File: config.mk
export PLATFORM = sky130hd
export DESIGN_NAME = mem_arbiter
export DESIGN_NICKNAME = d
export VERILOG_FILES = /design/src/rtl/mem_arbiter.sv
export SDC_FILE = /design/constraint.sdc
export NUM_CORES = 1
export LEC_CHECK = 0
export ABC_AREA = 1
export BUFFER_PORTS_ARGS = -buffer_cell sky130_fd_sc_hd__buf_2
export CORE_MARGIN = 2
export CORE_UTILIZATION = 40
export DETAILED_ROUTE_END_ITERATION = 12
export PLACE_DENSITY = 0.77
export SLEW_MARGIN = 20
export SYNTH_ARGS = -nofsm -noshare
export SYNTH_HDL_FRONTEND = slang
export SYNTH_SLANG_ARGS = --single-unit
export TNS_END_PERCENT = 50
File: constraint.sdc
create_clock -name clk -period 1.5 [get_ports clk]
set_input_delay 0.225 -clock clk [delete_from_list [all_inputs] [get_ports clk]]
set_output_delay 0.225 -clock clk [all_outputs]
set_load 0.03 [all_outputs]
File: src/rtl/mem_arbiter.sv
// mem_arbiter: two-requester round-robin arbiter serialising single-word accesses to a memory with read timeout.
module mem_arbiter #(
  parameter int TIMEOUT = 15
) (
  input  logic        clk,
  input  logic        rst,
  input  logic [1:0]  Req_Valid,
  output logic [1:0]  Req_Ready,
  input  logic [1:0]  Req_Wr,
  input  logic [3:0]  Req_Addr0,
  input  logic [3:0]  Req_Addr1,
  input  logic [31:0] Req_Data0,
  input  logic [31:0] Req_Data1,
  output logic [1:0]  Rsp_Valid,
  output logic [31:0] Rsp_Data,
  output logic        Rsp_Err,
  output logic        Mem_EN,
  output logic        Mem_WR,
  output logic [3:0]  Mem_Addr,
  output logic [31:0] Mem_Data_In,
  input  logic [31:0] Mem_Data_Out,
  input  logic        Mem_Valid_Out
);
  typedef enum logic [1:0] {IDLE, ISSUE, WAIT, RESP} state_t;
  state_t state;
  logic last, cur, gnt;
  logic [7:0] cnt;
  logic [1:0] rsp_valid;
  logic [31:0] rsp_data, mem_data;
  logic rsp_err, mem_en, mem_wr;
  logic [3:0] mem_addr;
  always_comb begin
    gnt = (&Req_Valid) ? ~last : Req_Valid[1];
    Req_Ready = (state == IDLE && !rst) ? Req_Valid & (gnt ? 2'b10 : 2'b01) : 2'b00;
  end
  // outputs read zero while reset is held, even before the registers clear
  always_comb begin
    Rsp_Valid = rst ? 2'b00 : rsp_valid;
    Rsp_Data = rst ? 32'd0 : rsp_data;
    Rsp_Err = rst ? 1'b0 : rsp_err;
    Mem_EN = rst ? 1'b0 : mem_en;
    Mem_WR = rst ? 1'b0 : mem_wr;
    Mem_Addr = rst ? 4'd0 : mem_addr;
    Mem_Data_In = rst ? 32'd0 : mem_data;
  end
  always_ff @(posedge clk) begin
    if (rst) begin
      state <= IDLE;
      last <= 1'b1;
      cur <= 1'b0;
      cnt <= '0;
      rsp_valid <= '0;
      rsp_data <= '0;
      rsp_err <= 1'b0;
      mem_en <= 1'b0;
      mem_wr <= 1'b0;
      mem_addr <= '0;
      mem_data <= '0;
    end else begin
      case (state)
        IDLE: if (|Req_Ready) begin
          cur <= gnt;
          last <= gnt;
          mem_wr <= Req_Wr[gnt];
          mem_addr <= gnt ? Req_Addr1 : Req_Addr0;
          mem_data <= gnt ? Req_Data1 : Req_Data0;
          mem_en <= 1'b1;
          state <= ISSUE;
        end
        ISSUE: begin
          mem_en <= 1'b0;
          cnt <= 8'd1;
          rsp_valid <= mem_wr ? {cur, ~cur} : 2'b00;
          state <= mem_wr ? RESP : WAIT;
        end
        WAIT: if (Mem_Valid_Out || cnt == 8'(TIMEOUT)) begin
          rsp_data <= Mem_Valid_Out ? Mem_Data_Out : 32'd0;
          rsp_err <= ~Mem_Valid_Out;
          rsp_valid <= {cur, ~cur};
          state <= RESP;
        end else begin
          cnt <= cnt + 8'd1;
        end
        RESP: begin
          rsp_valid <= '0;
          rsp_data <= '0;
          rsp_err <= 1'b0;
          cnt <= '0;
          state <= IDLE;
        end
        default: state <= IDLE;
      endcase
    end
  end
endmodule

==> flow_summary.toml, run 1 <==
[setup_path]
worstPathRequired_ns = 1.27
cp-end-kind = "output port"
worstPathMaxFanout = 2
crit_path_start_kind = "flop"
crit_arrival_ns = 1.43
worstSetupPathType = "flop to output port"

[timing]
max_freq_mhz = 605.4
min_period_ns = 1.652
slew_violations = 0
skew_ns = 0.01214
rsz0062_at_grt = "yes"
worst_slack_ns = -0.1517
min_period_over_period_pct = 110.1
setup_viol = 29
worst_slew_pin_slew_ns = 0.3974
slew_headroom_pct = 73.50
setup_tns_ns = -1.309
finalHoldViolCount = 0

[placement]
place_congestion = 0.8278
dpl_worst_slack_ns = -0.02043
io_buffers = 185
dp_hpwl_um = 8006

[routing]
drt-total-wl_um = 12710
drc_errors = 0
drt_iter0_drc = 237
vias = 4741
wl_per_cell_um = 12.73
antenna_left = 0
viasPerCell = 4.751
detail_route.first_pass.iterations = 4

[cells_and_area]
nets = 974
drive_gt1_share_pct = 37.70
n_antenna_cell = 0
area.growth.synth_to_final_pct = 48.23

[pwr]
switching_power_mw = 3.343
vdd_ir_drop_max_uv = 666.0
p_int_mw = 5.261
p_sw_share_pct = 38.86
p_per_area_mw_per_mm2 = 1354
seqPwrFrac_pct = 33.4
p_comb_share_pct = 48.1
p_clk_share_pct = 18.4
p_leak_nw = 2.991

[clock_network]
hold_buffers = 0
cts_buffer_depth = 2
clk_pin_slew_ns = 0.09
htreeDepth = 3
cts_tree = "built"
clk_latency_ns = 0.36
clock_sinks = 85
cts_buffers = 9
cts-root-buf = "clkbuf_8"

[synth]
seq_area_frac_synth_pct = 39.71
synthArstFlopShare_pct = 0
synthMuxAreaShare_pct = 0
synthAdderAreaFrac_pct = 1.752
synthSimpleGateAreaFrac_pct = 27.50
yosysMostFrequentCell = "nand2_1"
netlist_area_mm2 = 0.004285
synth_top_area_cell = "dfxtp_1"
synth_common_cells = "nand2_1 (173), nor2_1 (90), inv_1 (88)"
yosys-top-cells-area = "dfxtp_1 (40%), nand2_1 (15%), nor2_1 (7.9%), inv_1 (7.7%), a31oi_1 (5.4%)"
syn-instance-count = 640
ys_types = 27
synth_top_family_by_area = "simple AND/OR/NAND/NOR gates"
ys_seq_elements = 85
syn_area_per_cell_um2 = 6.696
synth_xor_area_share_pct = 0.4088
ys.flop_type = "dfxtp_1"
yosysWarnings = 0
synth_top_area_share_pct = 39.71
syn_nets = 757
synth-compound-area-share_pct = 17.99
synth_edf_count = 0

[global_route]
overflow = 0
grt_max_degree = 47
grt_pass1_wl_um = 19490
grt.total_usage_pct = 20.72
met3_usage_pct = 5.327
grt_util_met2_pct = 35.85
grt-busiest-layer = "met2"
grt_use_met1_pct = 25.14
grt_pass1_vias = 4369
antenna_found_initial = 0

[floorplan]
core_mm2 = 0.01037
die_x_um = 107.5
start_util_pct = 41.32
rows = 37
die_y_um = 107.5
io_pins = 186
die_area_mm2 = 0.01156

[min_path]
min_path_type = "input pin to flop"

[job]
drv_cap = 0

[run_status]
status = "complete, but fails checks"
failed_checks = "setup timing"
## final cells by class
| class | count | area [um2] |
|---|---|---|
| inverters | 88 | 330.3 |
| clock buffers | 11 | 151.4 |
| clock inverters | 5 | 40.04 |
| fillers | 965 | 4018 |
| flip-flops and latches | 85 | 1707 |
| well taps | 136 | 170.2 |
| multi-input cells | 427 | 2192 |
| repair buffers | 246 | 1762 |
## final timing paths
| kind | startpoint | cells past startpoint | endpoint | slack, ns |
|---|---|---|---|---|
| worst max-delay path | state[0] | 8 | Req_Ready[0] | -0.15 |
| worst min-delay path | Mem_Data_Out[23] | 3 | rsp_data[23] | 0.11 |
| worst max register to register | state[0] | 11 | mem_addr[3] | -0.08 |
| worst min register to register | rsp_valid[0] | 2 | rsp_valid[0] | 0.47 |
## worst max-delay path, stage by stage, from the launching register on
cell and delay [ns]:
dfxtp_2 0.33, inv_2 0.07, ha_4 0.14, inv_2 0.04, nor2_4 0.10, nand2_2 0.07
buf_6 0.12, nor2_4 0.07, buf_6 0.13
## layer usage
metal	share of wire (%)	wire (um)
met1	43	5456
met2	48	6077
met3	8.0	1019
met4	1.2	156
met5	0	0
## sequential cells by signal (all words and copies together) (netlist names)
signal / flops
rsp_data: 32
mem_addr: 4
rsp_err: 1
state: 2
last: 1
mem_data: 32
rsp_valid: 2
mem_en: 1
mem_wr: 1
cnt: 8
cur: 1
## kinds of logic after synthesis
logic type      count (synthesis)
simple gates                  293
buf+inv                       128
compound gates                126
flops                          85
fa+ha+maj                       6
xor+xnor                        2
## power by group through the flow
stage | sequential (mW) | combinational [mW] | clock, mW
after global placement | 2.89 | 2.89 | 0
after floorplan | 2.87 | 2.08 | 0
after detailed placement | 2.90 | 2.92 | 0
after global routing | 2.92 | 4.52 | 1.71
after CTS | 2.86 | 3.58 | 1.64
final | 2.88 | 4.14 | 1.59
## metrics by stage
step	instances	power (mW)	util, %	hold slack [ns]	area [um2]
after global routing	998	9.149	61.26	0.1034	6352
after global placement	955	5.781	53.26	0.4500	5523
after floorplan	640	4.949	-	0.3782	4288
after detailed placement	955	5.818	53.26	0.4556	5523
final	998	8.604	61.26	0.1111	6352
after CTS	985	8.080	58.36	0.09439	6052
## what timing repair did
action	CTS	global route
gates cloned	5	7
pin swaps	6	11
setup endpoints to repair	44	82
setup buffers	11	8
gates resized for setup	35	35
## layout by cell type, fill, tap and decap left out, types with 4 or more instances in the layout
cell / n
buf_2: 183
nand2_1: 168
nor2_1: 86
inv_1: 83
dfxtp_1: 81
a31oi_1: 37
buf_4: 32
o21ai_0: 26
o21ai_1: 25
o21ai_2: 23
nand3_1: 12
buf_12: 12
clkbuf_8: 11
nand2_2: 10
a21oi_1: 10
buf_6: 8
clkbuf_16: 6
inv_2: 5
nor2_2: 4
ha_4: 4
buf_16: 4
dfxtp_2: 4
No activity file was read; power rests on OpenSTA's default activity.
==> inputs of run 2 (changes only) <==
HOLD_SLACK_MARGIN = 0.05   (was unset)
PLACE_DENSITY = 0.74   (was 0.77)
clock period = 1.58 ns   (was 1.5 ns; I/O delays follow)
==> run 2 against run 1 <==
  * The run still ends with setup timing left
  * Worst setup slack better by 0.063 ns
  * Combinational power is 21% lower
  * Die area stayed put
  * Via count is 2.6% lower
  * Sequential share of layout area is 1.9 points higher
  * Highest routed layer unchanged
  * Clock power hardly changed
==> flow_summary.toml, run 2 (same netlist as run 1, synthesis figures left out) <==
[timing]
skew_ns = 0.01509
setup_viol = 2
slew_headroom_pct = 74.66
rsz0062_at_grt = "yes"
worst_slack_ns = -0.08848
slew_violations = 0
finalHoldViolCount = 0
min_period_ns = 1.668
min_period_over_period_pct = 105.6
worst_slew_pin_slew_ns = 0.3802
fin_hold_ws_ns = 0.1260
max_freq_mhz = 599.3

[floorplan]
start_util_pct = 41.32
io_pins = 186
die_x_um = 107.5
core_mm2 = 0.01037
die_y_um = 107.5
rows = 37
die_area_mm2 = 0.01156

[clock_network]
cts_buffer_depth = 2
clk_latency_ns = 0.36
cts_tree = "built"
cts_buffers = 9
cts-root-buf = "clkbuf_8"
clk_pin_slew_ns = 0.09
htreeDepth = 3
clock_sinks = 85

[routing]
drt_iter0_drc = 174
antenna_left = 0
viasPerCell = 4.734
detail_route.first_pass.iterations = 4
drc_errors = 0
wl_per_cell_um = 12.38
drt-total-wl_um = 12070
vias = 4616

[job]
drv_cap = 0

[placement]
place_area_mm2 = 0.005443
placed_cells = 946
place_congestion = 0.8078
io_buffers = 185
dp_hpwl_um = 8064

[pwr]
p_leak_nw = 2.816
p_per_area_mw_per_mm2 = 1281
vdd_ir_drop_max_uv = 560.9

[cells_and_area]
final_common_cell = "buf_2"
n_antenna_cell = 0
layout_common_cells = "buf_2 (183), nand2_1 (170), nor2_1 (88), dfxtp_1 (83), inv_1 (82)"
nets = 951
area.growth.synth_to_final_pct = 38.42
fin_cells = 975
drive_gt1_share_pct = 34.80
top_regs = "mem_data x32, rsp_data x32, cnt x8"
n_fill_cell = 1022
finalInstanceArea_mm2 = 0.005932

[global_route]
grt_pass1_wl_um = 18190
grt.total_usage_pct = 19.15
grt_max_degree = 59
antenna_found_initial = 0
grt_pass1_vias = 4049
overflow = 0

[setup_path]
worstPathMaxFanout = 2
worstPathRequired_ns = 1.34
worstSetupPathType = "flop to output port"
cp-end-kind = "output port"
crit_arrival_ns = 1.43
crit_path_start_kind = "flop"

[run_status]
status = "complete, but fails checks"
failed_checks = "setup timing"

[min_path]
min_path_type = "input pin to flop"
run 2: cell types whose count changed in the layout (fill, tap and decap cells not counted), sizes merged:
cell,previous run,this run
buf,240,219
clkinv,0,4
clkbuf,17,14
clkinvlp,3,0
bufinv,0,1
inv,90,89
run 2: path summary, 6_finish.rpt:
check	from	to	slack, ns	cells past startpoint
setup reg to reg	state[0]	mem_data[17]	0.04	10
hold / removal	Mem_Data_Out[26]	rsp_data[26]	0.13	3
setup / recovery	state[0]	Req_Ready[0]	-0.09	8
hold reg to reg	rsp_valid[0]	rsp_valid[0]	0.47	2
run 2: layout make-up:
cell class / instances / area [um2] / share of cell area, %
clock buffer: 10 / 137.6 / 2.320
clock inverter: 6 / 70.07 / 1.181
sequential: 85 / 1704 / 28.73
multi-input combinational: 427 / 2121 / 35.75
timing repair buffer: 223 / 1399 / 23.58
inverter: 88 / 330.3 / 5.568
tap: 136 / 170.2 / 2.869
run 2: critical path, cell delays in order (launching register included):
cell and delay [ns]:
dfxtp_2 0.33, inv_2 0.08, ha_4 0.14, inv_2 0.04
nor2_4 0.10, nand2_2 0.07, buf_6 0.12, nor2_4 0.07
buf_6 0.13
run 2: timing repair:
item                       4_1_cts  5_1_grt
gates cloned                     0        6
setup buffers                    7        1
hold buffers                     0        0
setup endpoints to repair        2       84
resized for setup               45       16
pin swaps                        4        5
run 2: per-layer routing:
| layer | vias up | global-route usage, % | wire, um |
|---|---|---|---|
| met5 | - | 0 | 0 |
| met4 | 0 | 6.136 | 138 |
| met3 | 12 | 4.903 | 988 |
| met2 | 167 | 31.63 | 5741 |
| met1 | 2050 | 24.41 | 5203 |
| li1 | 2387 | - | - |
run 2: per-stage QoR:
stage                     worst slack (ns)  power [mW]  util [%]  setup TNS (ns)
final                             -0.08848       7.600     57.20         -0.1577
after global routing               -0.1462       8.102     57.20         -0.4364
after CTS                          -0.1096       7.262     55.47          -1.074
after detailed placement           0.04503       5.474     52.49               0
after global placement              0.1040       5.438     52.49               0
after floorplan                    0.01717       4.694         -               0
run 2: where the power goes:
part | switching (mW) | internal [mW] | total (mW)
Sequential | 0.174 | 2.54 | 2.72
Clock | 0.828 | 0.786 | 1.61
Combinational | 1.98 | 1.29 | 3.27
Total | 2.98 | 4.62 | 7.60
